<file path="src/rtl/escrita_dado_pkg.sv">
// escrita_dado_pkg: shared definitions for the escrita_dado_mem store engine.
//   - store size encodings carried on the size input
//   - FSM state enumeration
//   - helper returning the number of byte-lane address bits for a word width
package escrita_dado_pkg;

    localparam logic [1:0] SZ_WORD = 2'b00;
    localparam logic [1:0] SZ_HALF = 2'b01;
    localparam logic [1:0] SZ_BYTE = 2'b10;
    localparam logic [1:0] SZ_RSVD = 2'b11;

    typedef enum logic [2:0] {
        S_IDLE  = 3'd0,
        S_READ  = 3'd1,
        S_MERGE = 3'd2,
        S_WRITE = 3'd3,
        S_DONE  = 3'd4
    } state_e;

    // Address bits that select a byte inside one data word.
    function automatic int lane_bits(input int data_w);
        return $clog2(data_w / 8);
    endfunction

endpackage

</file>
<file path="src/rtl/fusao_bytes.sv">
// fusao_bytes: combinational little-endian lane merge for sub-word stores.
// Ports:
//   old_i   - word previously read from memory
//   data_i  - store source; only its low 8/16 bits are used for byte/half
//   lane_i  - byte lane (address low bits) of the store
//   size_i  - SZ_WORD / SZ_HALF / SZ_BYTE
//   word_o  - old word with the target lane(s) replaced
module fusao_bytes
    import escrita_dado_pkg::*;
#(
    parameter int DATA_W = 32,
    parameter int LANE_W = lane_bits(DATA_W)
) (
    input  logic [DATA_W-1:0] old_i,
    input  logic [DATA_W-1:0] data_i,
    input  logic [LANE_W-1:0] lane_i,
    input  logic [1:0]        size_i,
    output logic [DATA_W-1:0] word_o
);

    always_comb begin
        word_o = old_i;
        if (size_i == SZ_WORD)
            word_o = data_i;
        else if (size_i == SZ_HALF)
            word_o[int'(lane_i >> 1) * 16 +: 16] = data_i[15:0];
        else if (size_i == SZ_BYTE)
            word_o[int'(lane_i) * 8 +: 8] = data_i[7:0];
    end

endmodule

</file>
<file path="src/rtl/escrita_dado_mem.sv">
// escrita_dado_mem: store engine writing one of N_SRC data sources to memory.
// Word stores go straight to a write; halfword/byte stores do a
// read-modify-write (READ, MERGE, WRITE) when ESCRITA_DADO_RMW_EN is defined,
// and are rejected with err when it is not.
// Ports:
//   clk, reset           - clock, synchronous active-low reset
//   start, sel, src_data - store request, source select, packed sources
//   addr, size           - byte address and store size
//   busy, done, err      - status (done/err are one-cycle pulses)
//   mem_req, mem_we, mem_addr, mem_wdata, mem_rdata, mem_ready - memory port
module escrita_dado_mem
    import escrita_dado_pkg::*;
#(
    parameter int DATA_W = 32,
    parameter int N_SRC  = 3,
    parameter int ADDR_W = 32
) (
    input  logic                      clk,
    input  logic                      reset,
    input  logic                      start,
    input  logic [$clog2(N_SRC)-1:0]  sel,
    input  logic [N_SRC*DATA_W-1:0]   src_data,
    input  logic [ADDR_W-1:0]         addr,
    input  logic [1:0]                size,
    output logic                      busy,
    output logic                      done,
    output logic                      err,
    output logic                      mem_req,
    output logic                      mem_we,
    output logic [ADDR_W-1:0]         mem_addr,
    output logic [DATA_W-1:0]         mem_wdata,
    input  logic [DATA_W-1:0]         mem_rdata,
    input  logic                      mem_ready
);

    localparam int LANE_W = lane_bits(DATA_W);

    state_e              state_q, state_d;
    logic [DATA_W-1:0]   data_q, data_d;
    logic [ADDR_W-1:0]   addr_q, addr_d;
    logic [1:0]          size_q, size_d;
    logic [DATA_W-1:0]   rdata_q, rdata_d;
    logic                busy_q, busy_d;
    logic                done_q, done_d;
    logic                err_q, err_d;
    logic                req_q, req_d;
    logic                we_q, we_d;
    logic [ADDR_W-1:0]   maddr_q, maddr_d;
    logic [DATA_W-1:0]   wdata_q, wdata_d;

    logic [DATA_W-1:0]   sel_word;
    logic                bad_req;
    logic                sub_bad;
    logic [DATA_W-1:0]   fu_data;
    logic [LANE_W-1:0]   fu_lane;
    logic [1:0]          fu_size;
    logic [DATA_W-1:0]   merged;
    logic                ack;

    // Decoded source; an out-of-range sel yields zero and is rejected anyway.
    always_comb begin
        sel_word = '0;
        for (int k = 0; k < N_SRC; k++)
            if (int'(sel) == k) sel_word = src_data[k*DATA_W +: DATA_W];
    end

`ifdef ESCRITA_DADO_RMW_EN
    assign sub_bad = (size == SZ_HALF) && addr[0];
`else
    assign sub_bad = (size == SZ_HALF) || (size == SZ_BYTE);
    logic unused_rdata;
    assign unused_rdata = ^mem_rdata;
`endif

    assign bad_req = (int'(sel) >= N_SRC) || (size == SZ_RSVD) || sub_bad ||
                     ((size == SZ_WORD) && (addr[LANE_W-1:0] != '0));

    // A ready seen while no request is outstanding must not advance the FSM.
    assign ack = req_q && mem_ready;

    // The merge unit is shared: in IDLE it passes the new source through for
    // word stores; in MERGE it splices the latched source into the read word.
    fusao_bytes #(.DATA_W(DATA_W), .LANE_W(LANE_W)) u_fusao (
        .old_i  (rdata_q),
        .data_i (fu_data),
        .lane_i (fu_lane),
        .size_i (fu_size),
        .word_o (merged)
    );

    always_comb begin
        state_d = state_q;
        data_d  = data_q;
        addr_d  = addr_q;
        size_d  = size_q;
        rdata_d = rdata_q;
        req_d   = req_q;
        we_d    = we_q;
        maddr_d = maddr_q;
        wdata_d = wdata_q;
        done_d  = 1'b0;
        err_d   = 1'b0;
        fu_data = data_q;
        fu_lane = addr_q[LANE_W-1:0];
        fu_size = size_q;
        case (state_q)
            S_IDLE: begin
                fu_data = sel_word;
                fu_lane = addr[LANE_W-1:0];
                fu_size = size;
                if (start && bad_req) begin
                    err_d = 1'b1;
                end else if (start) begin
                    data_d  = sel_word;
                    addr_d  = addr;
                    size_d  = size;
                    req_d   = 1'b1;
                    we_d    = (size == SZ_WORD);
                    maddr_d = {addr[ADDR_W-1:LANE_W], {LANE_W{1'b0}}};
                    wdata_d = (size == SZ_WORD) ? merged : wdata_q;
                    state_d = (size == SZ_WORD) ? S_WRITE : S_READ;
                end
            end
`ifdef ESCRITA_DADO_RMW_EN
            S_READ: begin
                if (ack) begin
                    rdata_d = mem_rdata;
                    req_d   = 1'b0;
                    state_d = S_MERGE;
                end
            end
            S_MERGE: begin
                wdata_d = merged;
                req_d   = 1'b1;
                we_d    = 1'b1;
                state_d = S_WRITE;
            end
`endif
            S_WRITE: begin
                if (ack) begin
                    req_d   = 1'b0;
                    we_d    = 1'b0;
                    done_d  = 1'b1;
                    state_d = S_DONE;
                end
            end
            S_DONE:  state_d = S_IDLE;
            default: state_d = S_IDLE;
        endcase
        busy_d = (state_d != S_IDLE);
    end

    always_ff @(posedge clk) begin
        if (!reset) begin
            state_q <= S_IDLE;
            data_q  <= '0;
            addr_q  <= '0;
            size_q  <= '0;
            rdata_q <= '0;
            busy_q  <= 1'b0;
            done_q  <= 1'b0;
            err_q   <= 1'b0;
            req_q   <= 1'b0;
            we_q    <= 1'b0;
            maddr_q <= '0;
            wdata_q <= '0;
        end else begin
            state_q <= state_d;
            data_q  <= data_d;
            addr_q  <= addr_d;
            size_q  <= size_d;
            rdata_q <= rdata_d;
            busy_q  <= busy_d;
            done_q  <= done_d;
            err_q   <= err_d;
            req_q   <= req_d;
            we_q    <= we_d;
            maddr_q <= maddr_d;
            wdata_q <= wdata_d;
        end
    end

    assign busy      = busy_q;
    assign done      = done_q;
    assign err       = err_q;
    assign mem_req   = req_q;
    assign mem_we    = we_q;
    assign mem_addr  = maddr_q;
    assign mem_wdata = wdata_q;

endmodule
</file>
<file path="config.mk">
export PLATFORM = sky130hd
export DESIGN_NAME = escrita_dado_mem
export DESIGN_NICKNAME = d
export VERILOG_FILES = /design/src/rtl/escrita_dado_pkg.sv /design/src/rtl/fusao_bytes.sv /design/src/rtl/escrita_dado_mem.sv
export SDC_FILE = /design/constraint.sdc
export NUM_CORES = 1
export LEC_CHECK = 0
export ABC_AREA = 1
export ABC_CLOCK_PERIOD_IN_PS = 2200
export BUFFER_PORTS_ARGS = -buffer_cell sky130_fd_sc_hd__buf_2
export CORE_MARGIN = 2
export CORE_UTILIZATION = 25
export CTS_BUF_LIST = sky130_fd_sc_hd__clkbuf_8
export CTS_CLUSTER_DIAMETER = 200
export DETAILED_ROUTE_END_ITERATION = 8
export GPL_TIMING_DRIVEN = 0
export HOLD_SLACK_MARGIN = 0.1
export SLEW_MARGIN = 20
export SYNTH_ARGS = -nofsm -noshare
export SYNTH_HDL_FRONTEND = slang
export SYNTH_SLANG_ARGS = --single-unit
</file>
<file path="constraint.sdc">
create_clock -name clk -period 2.2 [get_ports clk]
set_input_delay 0.44 -clock clk [delete_from_list [all_inputs] [get_ports clk]]
set_output_delay 0.44 -clock clk [all_outputs]
set_load 0.02 [all_outputs]
</file>
==> results of run 1 <==
-- cell families after synthesis --
family	synth area share
AO/OA/AOI/OAI	0.200
buffers and inverters	0.0724
adder cells (fa/ha/maj)	0.0101
other	0.000759
flip-flops	0.429
AND/OR/NAND/NOR	0.288
-- per-stage QoR --
| step | setup WS (ns) | power [mW] | TNS [ns] |
|---|---|---|---|
| after floorplan | 0.438 | 2.58 | 0 |
| after global placement | -0.194 | 2.90 | -7.18 |
| after detailed placement | -0.170 | 2.91 | -5.62 |
| after CTS | 0.176 | 4.28 | 0 |
| after global routing | 0.00534 | 4.46 | 0 |
| final | 0.158 | 4.23 | 0 |
-- routing by layer --
layer  share of wire  global-route usage  vias up
li1                -                   -     2795
met1            0.46               0.217     2355
met2            0.45               0.274      198
met3           0.075              0.0381       14
met4           0.013              0.0363        0
met5               0                   0        -
-- area by class of cell --
type                       count  area [um2]  area share
sequential                   106        2120       0.326
tap                          265         332      0.0509
buffer                        49         239      0.0367
clock inverter                 7        98.8      0.0152
timing repair buffer         202        1010       0.155
inverter                      31         119      0.0182
clock buffer                   9         124      0.0190
multi-input combinational    528        2470       0.379
antenna                        1        2.50    0.000384
-- flip-flops by register name, summed over array words and instances, names as in the netlist --
name	cells
state_q	3
mem_wdata	32
mem_we	1
busy	1
done	1
mem_addr	30
data_q	32
mem_req	1
err	1
size_q	2
addr_q	2
-- report_power, final --
part / leakage, nW / switching [mW] / internal, mW
clock: 0.116 / 0.717 / 0.652
sequential: 0.862 / 0.0392 / 2.01
combinational: 2.02 / 0.513 / 0.294
total: 2.99 / 1.27 / 2.96
-- worst max-delay path by stage --
stage	end	slack, ns	cells past startpoint
2_1_floorplan	mem_wdata[10]	0.44	10
3_3_place_gp	mem_addr[13]	-0.19	11
3_5_place_dp	mem_addr[2]	-0.17	11
4_1_cts	mem_wdata[18]	0.18	9
5_1_grt	mem_wdata[19]	0.005	9
6_report	mem_wdata[18]	0.16	9
-- synth_stat cells, types with 2 or more instances --
library cell / count
a21oi_1: 77
nand2_2: 4
ha_1: 4
nand3_1: 39
o21ai_1: 2
clkbuf_1: 20
dfxtp_1: 106
buf_1: 2
nor2_4: 2
nand2_1: 162
inv_2: 3
o2111ai_1: 8
o21ai_0: 89
inv_1: 26
nand4_1: 8
nor2_2: 3
nor2_1: 97
nor3_1: 16
o211ai_1: 8
buf_4: 6
buf_2: 20
-- critical path: stages, from the launching register on --
cell and delay (ns):
dfxtp_1 0.34, nor2_4 0.17, nand2_4 0.12, o21ai_1 0.30
ha_1 0.31, nor3b_1 0.20, nand3_1 0.11, nand2_2 0.16
nand2_1 0.12, a21oi_1 0.16
==> results.toml, run 1 <==
[clock_network]
numCtsBuffers = 9
path_clk_slew_ns = 0.11
clk_latency_ns = 0.39
root_buffer = "clkbuf_8"
cts_hold_buffers = 0
htree_levels = 3
cts_tree = "yes"
clock-sinks = 106
clk_path_buf_depth = 2
cts_resized = 0
postCtsSetupBuffers = 0

[logic_synthesis]
synth_edf_count = 0
synthCells = 713
async_flop_share = 0
synth.distinct_cells = 32
yosysTopAreaCell = "dfxtp_1"
ys_warn_count = 0
syn-cell-area_mm2 = 0.00494
avgSynthCellArea_um2 = 6.93
synth_top_area_share = 0.429
synth_seq_cells = 106
synth_area_leaders = "dfxtp_1, nand2_1, o21ai_0"
synth_ff_type = "dfxtp_1"
ys_seq_area_frac = 0.429

[setup_path]
crit_fanout = 8
critPathArrivalTime_ns = 2.37
worstSetupStartpointType = "register"
r2r-end = "mem_wdata[18]"
ff2ff_setup_slack_ns = 0.16
critPathLaunch = "state_q[1]"
r2r_start = "state_q[1]"
crit_path_end_kind = "register"
reg2reg_depth = 9
critical_path_required_ns = 2.53
path_class = "register to register"

[timing]
skew_ns = 0.0196
relSlewSlack = 0.647
grt_setup_unrepaired = "no"
tightest_slew_ns = 0.529
setup_viol = 0
min_period_ns = 2.04
hold_violations = 0
slew_viol_final = 0
fmax_ghz = 0.490
fin_crit_sh = 0.928
whs_ns = 0.302

[route]
post-route-drc-count = 0
wl_um = 17400
routedWlPerCell_um = 14.5
firstDrtPassIters = 5
first_iter_violations = 287
viasPerCell = 4.48
final_antenna_net_count = 0
via_count = 5362

[global_route]
grt_pass1_vias = 4966
grt-ovfl-total = 0
track_usage = 0.164
grt_pass1_wl_um = 26100
grt_start_max_net_pins = 19
antenna_found_initial = 0

[floorplan]
start_util = 0.254
die-width_um = 145
dieHeight_um = 145
rows = 51
core-area_mm2 = 0.0195
pin_count = 237
dieArea_mm2 = 0.0209

[final_layout]
drive_gt1_frac = 0.279
final_common_cell = "buf_2"
fin_util = 0.335
n_fill_cell = 2151
layout.nets = 1099
final_area_mm2 = 0.00652
syn2layout_area_growth_pct = 31.8
layout.cells.most_common_list = "buf_2, nand2_1, dfxtp_1, nor2_1, o21ai_0"
layoutNonFillerInstCount = 1198

[placed_design]
port_buffers = 202
place_inst = 1181
place_congestion = 0.781
dp_hpwl_um = 13500
dpl_cell_area_mm2 = 0.00629

[pwr]
p_leak_nw = 2.99
powerDensity_mw_per_mm2 = 649
vdd_drop_max_mv = 0.271

[hold_path]
min-delay-start = "addr[31]"
hold_depth = 3
worst_hold_path_type = "primary input to register"
min_to = "mem_addr[31]"

[outcome]
outcome = "complete, no violations"

[flow_run]
drv_cap = 0
Note: power is estimated with default switching activity, not from simulation.
==> inputs of run 2 (changes only) <==
Settings changed: CORE_UTILIZATION 25 to 48, PLACE_DENSITY set to 0.83, SLEW_MARGIN 20 to not set.
==> results.toml, run 2 (synthesis results as in run 1) <==
[setup_path]
path_class = "register to register"
crit_fanout = 8
critical_path_required_ns = 2.50
critPathArrivalTime_ns = 2.31
worstSetupStartpointType = "register"
crit_path_end_kind = "register"

[placed_design]
dpl_cell_area_mm2 = 0.00613
port_buffers = 202
post-place-ws_ns = -0.115
dp_hpwl_um = 11400
place_congestion = 0.895

[route]
viasPerCell = 5.20
routedWlPerCell_um = 13.9
final_antenna_net_count = 0
post-route-drc-count = 0
firstDrtPassIters = 5
first_iter_violations = 425
via_count = 5557
wl_um = 14800

[floorplan]
die-width_um = 105
dieArea_mm2 = 0.0111
pin_count = 237
core-area_mm2 = 0.0101
start_util = 0.488
dieHeight_um = 105
rows = 37

[final_layout]
drive_gt1_frac = 0.280
layout.cells.most_common_list = "buf_2, nand2_1, dfxtp_1, nor2_1, o21ai_0"
layout.nets = 1099
n_fill_cell = 1004
syn2layout_area_growth_pct = 27.7
final_area_mm2 = 0.00631
multi_input_area_mm2 = 0.00247
final_common_cell = "buf_2"
seq_area_mm2 = 0.00212
antennaDiodeCount = 0

[timing]
fmax_ghz = 0.498
slew_viol_final = 0
setup_slack_ns = 0.192
setup_viol = 0
fin_crit_sh = 0.913
hold_violations = 0
relSlewSlack = 0.666
min_period_ns = 2.01
grt_setup_unrepaired = "no"
skew_ns = 0.0130
tightest_slew_ns = 0.502

[clock_network]
clk_path_buf_depth = 2
htree_levels = 3
postCtsSetupBuffers = 0
cts_tree = "yes"
cts_resized = 0
clock-sinks = 106
clk_latency_ns = 0.38
root_buffer = "clkbuf_8"
path_clk_slew_ns = 0.11
numCtsBuffers = 9
cts_hold_buffers = 0

[global_route]
track_usage = 0.265
grt_pass1_vias = 5050
grt-ovfl-total = 0
grt_pass1_wl_um = 23900
antenna_found_initial = 0
grt_start_max_net_pins = 20

[pwr]
power.share.combinational = 0.198
vdd_drop_max_mv = 0.326
sequentialPowerShare = 0.515
powerDensity_mw_per_mm2 = 632
total_power_mw = 3.99
p_sw_mw = 1.25
p_int_mw = 2.74
p_leak_nw = 2.97
p_sw_frac = 0.313
p_clk_frac = 0.287

[hold_path]
worst_hold_path_type = "primary input to register"

[flow_run]
drv_cap = 0

[outcome]
outcome = "complete, no violations"
[run 2: cell types whose count changed in the layout (fill, tap and decap cells not counted)]
cell and change:
inv_8 +1, clkinvlp_4 +1, clkinv_2 +1, inv_1 -1, diode_2 -1, bufinv_16 -2
[run 2: through the flow]
stage               setup TNS (ns)  hold slack, ns  utilization  cells
finish                           0           0.305        0.622   1068
global placement             -2.17           0.435        0.604   1052
floorplan                        0           0.425            -    714
detailed placement           -2.16           0.443        0.604   1052
global route                     0           0.315        0.622   1068
CTS                              0           0.299        0.622   1068
[run 2: routing by layer]
metal  global-route usage  wire (um)  vias to the layer above
met1                0.350       6540                     2480
met2                0.448       6840                      254
met5                    0          0                        -
li1                     -          -                     2801
met4               0.0867        268                        0
met3               0.0334       1180                       22
[run 2: power by group through the flow]
| stage | Clock [mW] | Sequential [mW] | Combinational (mW) |
|---|---|---|---|
| after floorplan | 0 | 2.16 | 0.416 |
| after detailed placement | 0 | 2.10 | 0.781 |
| after CTS | 1.16 | 2.06 | 0.784 |
| after global routing | 1.23 | 2.07 | 0.887 |
| after global placement | 0 | 2.10 | 0.774 |
| final | 1.14 | 2.06 | 0.790 |
[run 2: worst max-delay path: stages (launching register included)]
cell and delay [ns]:
dfxtp_1 0.35, nor2_4 0.17, nand2_4 0.11, o21ai_1 0.27
ha_1 0.30, nor3b_1 0.19, nand3_1 0.12, nand2_2 0.16
nand2_1 0.11, a21oi_1 0.16
[run 2: final cells by class]
| class | instances | area share |
|---|---|---|
| plain buffers | 49 | 0.0379 |
| flip-flops and latches | 106 | 0.336 |
| multi-input cells | 528 | 0.391 |
| repair buffers | 202 | 0.160 |
| clock inverters | 7 | 0.00932 |
| well taps | 136 | 0.0270 |
| clock buffers | 9 | 0.0196 |
| inverters | 31 | 0.0188 |
[run 2: path summary, 6_finish.rpt]
check,start,to,slack (ns),depth (start not counted)
setup reg to reg,state_q[1],mem_wdata[16],0.19,9
hold / removal,addr[31],mem_addr[31],0.31,3
setup / recovery,state_q[1],mem_wdata[16],0.19,9
hold reg to reg,data_q[22],data_q[22],0.46,2
==> inputs of run 3 (changes only) <==
Settings changed: ABC_AREA 1 to 0, CAP_MARGIN set to 20, CORE_UTILIZATION 48 to 46, PLACE_DENSITY 0.83 to 0.82.
==> results.toml, run 3 <==
[final_layout]
layoutNonFillerInstCount = 856
antennaDiodeCount = 0
layout.nets = 912
multi_input_area_mm2 = 0.00248
final_common_cell = "buf_2"
drive_gt1_frac = 0.381
seq_area_mm2 = 0.00181
largest_reg_flops = 32
syn2layout_area_growth_pct = 39.3
layout.cells.most_common_list = "buf_2, nand2_1, dfxtp_1, a21oi_1, mux2i_1"
n_fill_cell = 773

[route]
firstDrtPassIters = 5
first_iter_violations = 361
wl_um = 14000
post-route-drc-count = 0
via_count = 4879
final_antenna_net_count = 0
routedWlPerCell_um = 16.4
viasPerCell = 5.70

[floorplan]
die-width_um = 101
core-area_mm2 = 0.00920
dieArea_mm2 = 0.0102
pin_count = 237
start_util = 0.472
dieHeight_um = 101
rows = 35

[global_route]
grt_pass1_wl_um = 21300
top_usage_layer = "met2"
grt_util_met1 = 0.295
met2_usage = 0.469
track_usage = 0.261
use_met3 = 0.0645
grt_pass1_vias = 4661
antenna_found_initial = 0
grt_start_max_net_pins = 16
grt-ovfl-total = 0

[logic_synthesis]
avgSynthCellArea_um2 = 8.33
ys_warn_count = 0
synth.distinct_cells = 42
synth_top_family_by_area = "compound AO/OA/AOI/OAI gates"
yosysTopAreaCell = "dfxtp_1"
synth_ff_type = "dfxtp_1"
synth_top_area_share = 0.415
ys_seq_area_frac = 0.415
synthCells = 521
yosys.cell_count.top_type = "nand2_1"
synth-simple-area-share = 0.164
synth_edf_count = 0
syn-cell-area_mm2 = 0.00434
synth_common_cells = "nand2_1, dfxtp_1, a21oi_1"
synth_compound_area_frac = 0.267
synth_mux_area_frac = 0.0761
yosys.area_share.adder = 0.0115
async_flop_share = 0
post_synth_xor_area_fraction = 0
synth_seq_cells = 90
synth_area_leaders = "dfxtp_1, a21oi_1, nand2_1"

[placed_design]
port_buffers = 199
post-place-ws_ns = -0.464
place_inst = 832
dp_hpwl_um = 10600
place_congestion = 0.890

[pwr]
p_leak_nw = 2.74
powerDensity_mw_per_mm2 = 602
vdd_drop_max_mv = 0.425

[timing]
whs_ns = 0.312
fmax_ghz = 0.452
min_period_ns = 2.21
setup_slack_ns = -0.0146
relSlewSlack = 0.548
setup_viol = 3
slew_viol_final = 0
fin_crit_sh = 1.01
skew_ns = 0.00909
hold_violations = 0
tightest_slew_ns = 0.679
grt_setup_unrepaired = "yes"

[clock_network]
clk_path_buf_depth = 2
path_clk_slew_ns = 0.09
cts_tree = "yes"
htree_levels = 3
clk_latency_ns = 0.36
root_buffer = "clkbuf_8"
clock-sinks = 90
numCtsBuffers = 9
cts_hold_buffers = 0

[hold_path]
worst_hold_path_type = "primary input to register"

[setup_path]
critical_path_required_ns = 2.49
crit_fanout = 8
worstSetupStartpointType = "register"
crit_path_end_kind = "register"
path_class = "register to register"
critPathArrivalTime_ns = 2.51

[flow_run]
drv_cap = 0

[outcome]
violations = "negative setup slack"
outcome = "complete, but fails checks"
-- run 3: cell count changes after synthesis, sizes merged, moves of 17 or more --
cell | previous run | this run
nand3 | 40 | 20
nand2 | 167 | 103
o21ai | 91 | 17
nor2 | 102 | 8
o2bb2ai | 0 | 24
mux2i | 0 | 33
inv | 30 | 13
-- run 3: logic make-up after synthesis --
kind of cell / after synthesis
DFF: 90
buffers and inverters: 65
other: 1
and+or+nand+nor: 155
muxes: 33
adders and majority gates: 4
AOI/OAI and AO/OA: 173
-- run 3: final timing paths --
kind / from / end / slack [ns] / cells past startpoint
worst max-delay path: state_q[0] / mem_wdata[22] / -0.01 / 9
worst max register to register: state_q[0] / mem_wdata[22] / -0.01 / 9
worst min-delay path: addr[2] / mem_addr[2] / 0.31 / 3
worst min register to register: mem_wdata[4] / mem_wdata[4] / 0.46 / 2
-- run 3: repair_timing --
item / in CTS / in global routing
resized for setup: 13 / 45
endpoints found under the hold margin: 0 / 0
setup buffers: 5 / 5
pin swaps: 6 / 15
cloned: 0 / 0
endpoints found under the setup margin: 16 / 56
-- run 3: cell type report --
type	instances	share of cell area
tap	111	0.0230
clock inverter	7	0.0155
clock buffer	9	0.0205
multi-input combinational	367	0.411
inverter	13	0.00807
buffer	50	0.0437
sequential	90	0.299
timing repair buffer	209	0.179
-- run 3: layer usage --
layer,vias up,share of wire
met3,35,0.083
li1,2314,-
met5,-,0
met2,247,0.49
met4,0,0.028
met1,2283,0.40
-- run 3: stage by stage --
| stage | area [um2] | setup TNS [ns] | utilization | power, mW |
|---|---|---|---|---|
| global route | 6040 | -1.30 | 0.657 | 3.78 |
| finish | 6040 | -0.0379 | 0.657 | 3.64 |
| detailed placement | 5520 | -18.98 | 0.601 | 2.36 |
| CTS | 5830 | 0 | 0.634 | 3.60 |
| global placement | 5520 | -13.46 | 0.601 | 2.34 |
| floorplan | 4390 | -0.0461 | - | 2.11 |
-- run 3: power breakdown --
| group | switching, mW | internal (mW) |
|---|---|---|
| clock | 0.596 | 0.638 |
| combinational | 0.397 | 0.296 |
| sequential | 0.0323 | 1.68 |
| total | 1.02 | 2.61 |
-- run 3: worst max-delay path, cell delays in order (launching register included) --
cell	delay, ns
dfxtp_4	0.36
nor3_4	0.20
buf_6	0.16
mux2i_4	0.27
ha_4	0.26
nor3b_4	0.21
a311o_2	0.22
buf_12	0.15
o2111ai_4	0.15
a21oi_2	0.18
